$ cat config.mk
export PLATFORM = sky130hd
export DESIGN_NAME = alu_path_flat
export DESIGN_NICKNAME = d
export VERILOG_FILES = /design/src/rtl/alu_path_if.sv /design/src/rtl/alu_path.sv /design/src/flat_wrapper.sv
export SDC_FILE = /design/constraint.sdc
export NUM_CORES = 1
export LEC_CHECK = 0
export ABC_AREA = 1
export BUFFER_PORTS_ARGS = -buffer_cell sky130_fd_sc_hd__buf_2
export CELL_PAD_IN_SITES_DETAIL_PLACEMENT = 0
export CELL_PAD_IN_SITES_GLOBAL_PLACEMENT = 1
export CORE_MARGIN = 2
export CORE_UTILIZATION = 40
export CTS_CLUSTER_DIAMETER = 100
export DETAILED_ROUTE_END_ITERATION = 8
export GPL_TIMING_DRIVEN = 0
export PLACE_DENSITY = 0.8
export SYNTH_ARGS = -nofsm -noshare
export SYNTH_HDL_FRONTEND = slang
export SYNTH_SLANG_ARGS = --single-unit
$ cat constraint.sdc
create_clock -name CLK -period 3.07 [get_ports CLK]
set_input_delay 0.1535 -clock CLK [delete_from_list [all_inputs] [get_ports CLK]]
set_output_delay 0.1535 -clock CLK [all_outputs]
set_load 0.05 [all_outputs]
$ cat src/rtl/alu_path_if.sv
// Operand, select, handshake and result bundle for alu_path.
// The bench drives it through master; the datapath uses slave.
interface alu_path_if #(
  parameter int WIDTH = 16
);
  logic [WIDTH-1:0] PC, ACC, SP;
  logic [WIDTH-1:0] SE, MDR, ZE, SL1;
  logic [1:0]       SrcA;
  logic [2:0]       SrcB;
  logic [2:0]       ALUOP;
  logic             start;
  logic [WIDTH-1:0] aluOut;
  logic             Zero;
  logic             Carry;
  logic             busy;
  logic             done;

  modport master (
    output PC, ACC, SP, SE, MDR, ZE, SL1, SrcA, SrcB, ALUOP, start,
    input  aluOut, Zero, Carry, busy, done
  );

  modport slave (
    input  PC, ACC, SP, SE, MDR, ZE, SL1, SrcA, SrcB, ALUOP, start,
    output aluOut, Zero, Carry, busy, done
  );
endinterface

$ cat src/rtl/alu_path.sv
// Operand-select ALU: single-cycle ops registered on accept, MUL runs as
// an iterative shift-and-add over WIDTH cycles before the result is loaded.
module alu_path #(
  parameter int WIDTH = 16,
  parameter int INC   = 2
) (
  input  logic     CLK,
  input  logic     reset,
  alu_path_if.slave bus
);
  localparam int               SH_W  = $clog2(WIDTH);
  localparam logic [WIDTH-1:0] INC_W = WIDTH'(INC);
  localparam logic [SH_W-1:0]  LAST  = SH_W'(WIDTH - 1);

  typedef enum logic {IDLE, MUL} state_t;

  state_t           state, state_nxt;
  logic             busy_c, accept, is_mul, last_iter;
  logic [WIDTH-1:0] a_sel, b_sel, res_c;
  logic             carry_c;
  logic [WIDTH:0]   sum_c, dif_c;
  logic [WIDTH-1:0] a_p0, b_p0, acc_p0, acc_nxt;
  logic [SH_W-1:0]  cnt_p0;
  logic [WIDTH-1:0] res_p1;
  logic             zero_p1, carry_p1, vld_p1;

  function automatic logic [WIDTH-1:0] slt_f(input logic signed [WIDTH-1:0] a,
                                             input logic signed [WIDTH-1:0] b);
    slt_f = (a < b) ? WIDTH'(1) : '0;
  endfunction

  always_comb begin
    case (bus.SrcA)
      2'b00:   a_sel = bus.PC;
      2'b01:   a_sel = bus.ACC;
      2'b10:   a_sel = bus.SP;
      default: a_sel = '0;
    endcase
    case (bus.SrcB)
      3'b000:  b_sel = INC_W;
      3'b001:  b_sel = bus.SE;
      3'b010:  b_sel = bus.MDR;
      3'b011:  b_sel = bus.ZE;
      3'b100:  b_sel = bus.SL1;
      default: b_sel = '0;
    endcase
  end

  // SUB carry is the no-borrow bit of A + ~B + 1
  always_comb begin
    sum_c   = {1'b0, a_sel} + {1'b0, b_sel};
    dif_c   = {1'b0, a_sel} + {1'b0, ~b_sel} + {{WIDTH{1'b0}}, 1'b1};
    res_c   = '0;
    carry_c = 1'b0;
    case (bus.ALUOP)
      3'b000:  begin res_c = sum_c[WIDTH-1:0]; carry_c = sum_c[WIDTH]; end
      3'b001:  begin res_c = dif_c[WIDTH-1:0]; carry_c = dif_c[WIDTH]; end
      3'b010:  res_c = a_sel & b_sel;
      3'b011:  res_c = a_sel | b_sel;
      3'b100:  res_c = slt_f(a_sel, b_sel);
      3'b101:  res_c = a_sel << b_sel[SH_W-1:0];
      3'b110:  res_c = a_sel >> b_sel[SH_W-1:0];
      default: res_c = '0;
    endcase
  end

  assign accept    = bus.start && !busy_c;
  assign is_mul    = (bus.ALUOP == 3'b111);
  assign last_iter = (state == MUL) && (cnt_p0 == LAST);
  assign acc_nxt   = acc_p0 + (b_p0[0] ? a_p0 : '0);

  always_ff @(posedge CLK or negedge reset) begin
    if (!reset) state <= IDLE;
    else        state <= state_nxt;
  end

  always_comb begin
    state_nxt = state;
    case (state)
      IDLE:    if (accept && is_mul) state_nxt = MUL;
      MUL:     if (last_iter) state_nxt = IDLE;
      default: state_nxt = IDLE;
    endcase
  end

  always_comb begin
    busy_c = (state == MUL);
  end

  // Stage p0: captured multiplicand/multiplier and running partial product
  always_ff @(posedge CLK) begin
    if (accept && is_mul) begin
      a_p0   <= a_sel;
      b_p0   <= b_sel;
      acc_p0 <= '0;
      cnt_p0 <= '0;
    end else if (state == MUL) begin
      a_p0   <= a_p0 << 1;
      b_p0   <= b_p0 >> 1;
      acc_p0 <= acc_nxt;
      cnt_p0 <= cnt_p0 + SH_W'(1);
    end
  end

  // Stage p1: architectural result registers and done strobe
  always_ff @(posedge CLK or negedge reset) begin
    if (!reset) begin
      res_p1   <= '0;
      zero_p1  <= 1'b1;
      carry_p1 <= 1'b0;
      vld_p1   <= 1'b0;
    end else begin
      vld_p1 <= 1'b0;
      if (last_iter) begin
        res_p1   <= acc_nxt;
        zero_p1  <= (acc_nxt == '0);
        carry_p1 <= 1'b0;
        vld_p1   <= 1'b1;
      end else if (accept && !is_mul) begin
        res_p1   <= res_c;
        zero_p1  <= (res_c == '0);
        carry_p1 <= carry_c;
        vld_p1   <= 1'b1;
      end
    end
  end

  assign bus.aluOut = res_p1;
  assign bus.Zero   = zero_p1;
  assign bus.Carry  = carry_p1;
  assign bus.done   = vld_p1;
  assign bus.busy   = busy_c;
endmodule

$ cat src/flat_wrapper.sv
// flat-port wrapper written by rule: the top's interface ports become plain ports
module alu_path_flat 
#(
  parameter int WIDTH = 16,
  parameter int INC   = 2
)
  (CLK, reset, bus_PC, bus_ACC, bus_SP, bus_SE, bus_MDR, bus_ZE, bus_SL1, bus_SrcA, bus_SrcB, bus_ALUOP, bus_start, bus_aluOut, bus_Zero, bus_Carry, bus_busy, bus_done);
  alu_path_if #(.WIDTH(WIDTH)) bus_i ();
  input  logic CLK;
  input  logic reset;
  input wire logic [$bits(bus_i.PC)-1:0] bus_PC;
  input wire logic [$bits(bus_i.ACC)-1:0] bus_ACC;
  input wire logic [$bits(bus_i.SP)-1:0] bus_SP;
  input wire logic [$bits(bus_i.SE)-1:0] bus_SE;
  input wire logic [$bits(bus_i.MDR)-1:0] bus_MDR;
  input wire logic [$bits(bus_i.ZE)-1:0] bus_ZE;
  input wire logic [$bits(bus_i.SL1)-1:0] bus_SL1;
  input wire logic [$bits(bus_i.SrcA)-1:0] bus_SrcA;
  input wire logic [$bits(bus_i.SrcB)-1:0] bus_SrcB;
  input wire logic [$bits(bus_i.ALUOP)-1:0] bus_ALUOP;
  input wire logic [$bits(bus_i.start)-1:0] bus_start;
  output wire logic [$bits(bus_i.aluOut)-1:0] bus_aluOut;
  output wire logic [$bits(bus_i.Zero)-1:0] bus_Zero;
  output wire logic [$bits(bus_i.Carry)-1:0] bus_Carry;
  output wire logic [$bits(bus_i.busy)-1:0] bus_busy;
  output wire logic [$bits(bus_i.done)-1:0] bus_done;
  assign bus_i.PC = bus_PC;
  assign bus_i.ACC = bus_ACC;
  assign bus_i.SP = bus_SP;
  assign bus_i.SE = bus_SE;
  assign bus_i.MDR = bus_MDR;
  assign bus_i.ZE = bus_ZE;
  assign bus_i.SL1 = bus_SL1;
  assign bus_i.SrcA = bus_SrcA;
  assign bus_i.SrcB = bus_SrcB;
  assign bus_i.ALUOP = bus_ALUOP;
  assign bus_i.start = bus_start;
  assign bus_aluOut = bus_i.aluOut;
  assign bus_Zero = bus_i.Zero;
  assign bus_Carry = bus_i.Carry;
  assign bus_busy = bus_i.busy;
  assign bus_done = bus_i.done;
  alu_path #(.WIDTH(WIDTH), .INC(INC)) u_core (.CLK(CLK), .reset(reset), .bus(bus_i));
endmodule
==> results by stage <==
Setup path:
- The beginning of the worst register-to-register path is u_core.b_p0[0].
- Tracing the worst setup path back leads to its startpoint at bus_SrcB[1].
- The highest fanout seen on the critical path is 11.
- The endpoint kind of the worst setup timing path is a register.
- Data on the critical path is required at its endpoint by around 3.4 ns.
- The startpoint-to-endpoint class of the critical path is input port to register.
- The worst setup path is launched from an input port.
- Data on the critical path arrives at its endpoint at roughly 3.3 ns.

Timing:
- The number of hold violations in the final report is 0.
- The slew at the pin closest to its max-slew limit is 0.725 ns.
- Hold timing on the final database bottoms out at a slack of between 0.2 and 0.25 ns.
- Setup repair after global routing could not meet its margin everywhere.
- In this run the tightest slew margin relative to its limit is around half.
- Across all setup checks in the final design, the least slack found is about 0.091 ns.
- Setup violations remaining at the end of the flow were counted as 0.
- For the final database, setup skew stands at around 0.013 ns.
- Static timing analysis puts the maximum clock frequency at 336 MHz.
- The smallest clock period supported by the final layout is computed as 2.98 ns.
- After layout, the worst path uses between 90% and 100% of the clock period.
- The count of pins over their slew limit is 0.

Die:
- Row generation in the floorplan step produced 53 rows.
- The area of the core region is 21000 µm².
- During I/O placement, the number of pins put on the boundary was 143.
- The floorplan step set the die height to between 100 and 150 µm.
- The floorplan die area is between 20000 and 25000 µm².
- The starting density of the core is between 40% and 50%.
- The die is roughly 150 µm wide.

Layout:
- The count of fill cells added during filler insertion is 2292.
- The finished layout holds between 1.5k and 2k standard cells, fillers aside.
- Cells with a size suffix above 1 make up 20.5% of the layout.
- The post-synthesis to final-layout area growth is 24.4%.
- The net count reported at finish is 1778.

Logic synthesis:
- Synthesis inferred 72 register bits.
- The Yosys step of the flow raised 0 warnings.
- By count the netlist is led by 364 x nand2_1, 227 x nand3_1, 175 x inv_1.
- The number of nets in the synthesized netlist is approximately 1.6k.
- Yosys mapped a number of flops with a built-in enable equal to 32.
- The sequential area share after synthesis is a little over a fifth.
- The top cell type by area accounts for about 16% of the synthesized area.
- After synthesis, the cell types taking the most area are nand2_1 16%, nand3_1 13%, edfxtp_1 11%, ha_1 9.7%, inv_1 7.7%.
- In the synthesized netlist the async set-or-reset flop fraction comes to between 20 and 30%.
- The biggest area contributor in the post-synthesis netlist is nand2_1.
- Among all cell types in the netlist, the one instantiated most often is nand2_1.
- The cell area after synthesis is about 8500 µm².
- Yosys mapped the design onto 49 distinct sky130hd cell types.
- The per-instance average area after synthesis is about 6 µm².
- Synthesis handed over a netlist of ~1.4k instances.
- In the synthesized netlist the dominant register cell turns out to be edfxtp_1.

Placed design:
- The HPWL after detailed placement is 26.9 mm.
- At the end of routability-driven placement, the weighted congestion stood at 0.952.
- Prior to clock tree synthesis, the placed netlist has a worst setup slack of -0.997 ns.
- During placement, the flow inserted port buffers numbering 140.
- The number of instances in the placed design is 1830.

Clocking:
- The clock passes through at most 2 buffers.
- The clock tree root driver cell is clkbuf_16.
- TritonCTS built the clock tree.
- In this run the number of H-tree levels came out at 3.
- The sink count of the clock tree is 72.
- For the worst-skew pair, the clock arrives at the later sink with an insertion delay of between 0.3 and 0.4 ns.
- The number of buffers inserted during clock tree synthesis is 9.
- The clock input transition at the sequential cells of the worst setup and hold paths is 0.06 ns.

Job:
- The tool flagged a number of max-cap violations equal to 0.

Power:
- In this run the static leakage power is between 5 and 6 nW.
- The peak supply drop is 350 µV.
- The cell area power density is 700 nW/µm².

Route:
- In the routed design, unresolved DRC markers number 0.
- The routed via count divided by cell count is 5.45.
- The total via count after detailed routing is about 10k.
- The post-detailed-route wirelength per cell is between 15 and 20 µm.
- The detail route stage leaves a number of antenna-violating nets equal to 0.
- The number of design-rule violations left by the first detailed-router iteration is roughly 670.
- The routed wire length is about 34 mm.
- The first detailed-routing pass ran for 8 iterations.

GRT:
- The first global-routing pass estimated between 50 and 60 mm of wire.
- The number of antenna violations at the first check in global routing came to 1.
- The total overflow reported by the global router is 0.
- The pin count of the biggest net entering global routing is 21.
- The number of global-route vias before repair is ~9.3k.
- The total routing resource utilization after global routing is 29.6%.

Worst hold path:
- In this run the worst hold path is classified as input port to register.
- The launch point of the worst hold path is bus_start.

Run status:
- The flow ran to the end, and the final reports show no timing, DRC or antenna violations.
## registers in the layout, indices dropped and copies added, names as in the netlist
name               cells
u_core.a_p0           16
u_core.acc_p0         16
u_core.b_p0           16
u_core.bus.Carry       1
u_core.bus.Zero        1
u_core.bus.aluOut     16
u_core.bus.busy        1
u_core.bus.done        1
u_core.cnt_p0          4
## worst paths after layout
path	end	slack, ns	cells after the start
worst max-delay path	u_core.bus.Zero	0.09	23
worst min-delay path	u_core.bus.aluOut[0]	0.23	5
worst max register to register	u_core.bus.Zero	0.27	16
worst min register to register	u_core.bus.aluOut[9]	0.47	2
max in group asynchronous	u_core.bus.Zero	2.41	2
min in group asynchronous	u_core.bus.busy	0.31	2
## metrics by stage
step | power, mW | util, % | TNS [ns] | cell area (µm²)
5_1_grt | 7.96 | 50.4 | -0.0547 | 10600
4_1_cts | 7.08 | 47.7 | -0.103 | 9990
3_5_place_dp | 5.99 | 45.6 | -13.37 | 9560
3_3_place_gp | 5.94 | 45.5 | -25.60 | 9530
6_report | 7.39 | 50.4 | 0 | 10600
2_1_floorplan | 4.75 | - | 0 | 8490
## per-layer routing
metal  routed length, µm  global-route usage, %
met1               14500                   38.2
met4                1220                   11.1
met3                2180                   4.66
met2               15900                   49.7
met5                   0                      0
## power breakdown
group          leakage (nW)  internal (mW)  switching [mW]
clock                 0.146          0.602           0.424
sequential            0.738           1.61           0.276
combinational          4.72           1.46            3.02
total                  5.60           3.67            3.72
## layout by cell type, fill, tap and decap left out, types with 4 or more instances in the layout
cell	count
a21o_1	4
a21oi_1	53
a31oi_1	6
buf_2	149
buf_4	27
buf_6	12
clkbuf_1	20
clkbuf_16	10
dfrtp_1	19
dfxtp_1	20
edfxtp_1	32
ha_1	54
ha_2	7
ha_4	5
inv_1	172
inv_2	12
nand2_1	360
nand2_2	7
nand3_1	222
nand4_1	16
nor2_1	110
nor2_2	30
nor2_4	18
nor3_1	13
o211ai_1	9
o21ai_0	100
o21ai_1	15
o21ai_2	4
o221ai_1	5
o22ai_1	5
xor2_1	9
## cells by family after synthesis
family          Yosys count  synth area share [%]
simple gates            792                  39.8
buf+inv                 244                  11.7
compound gates          223                  14.6
flops                    72                  21.9
fa+ha+maj                69                  10.4
xor+xnor                 14                  1.44
## critical path, stage by stage
cell,delay [ns]
buf_4,0.16
nor2_4,0.24
nand3_1,0.13
nand2_2,0.13
inv_2,0.05
nand2_4,0.10
buf_8,0.17
ha_4,0.17
inv_1,0.05
fa_2,0.37
o21bai_4,0.19
nand2_1,0.08
nand2_2,0.10
a21oi_1,0.07
o21ai_0,0.07
nand2_1,0.09
nor2_2,0.17
nand2_1,0.09
a21oi_2,0.20
nand3_1,0.10
nor2_1,0.09
nand3_1,0.10
a21oi_1,0.14
## timing repair
item | CTS | global route
gates cloned | 0 | 1
hold endpoints to repair | 19 | 0
gates resized for setup | 46 | 108
pin swaps | 3 | 19
setup buffers | 1 | 24
endpoints found under the setup margin | 33 | 31
hold buffers | 1 | 0
## cell type report
class | instances | area [µm²] | share of cell area [%]
Tap cell | 275 | 344 | 3.26
Buffer | 49 | 314 | 2.97
Sequential cell | 72 | 1860 | 17.6
Clock inverter | 5 | 37.5 | 0.355
Inverter | 188 | 707 | 6.69
Timing Repair Buffer | 168 | 977 | 9.25
Antenna cell | 1 | 2.50 | 0.0237
Multi-Input combinational cell | 1098 | 6060 | 57.4
Clock buffer | 11 | 254 | 2.40
No activity file was read; power rests on OpenSTA's default activity.
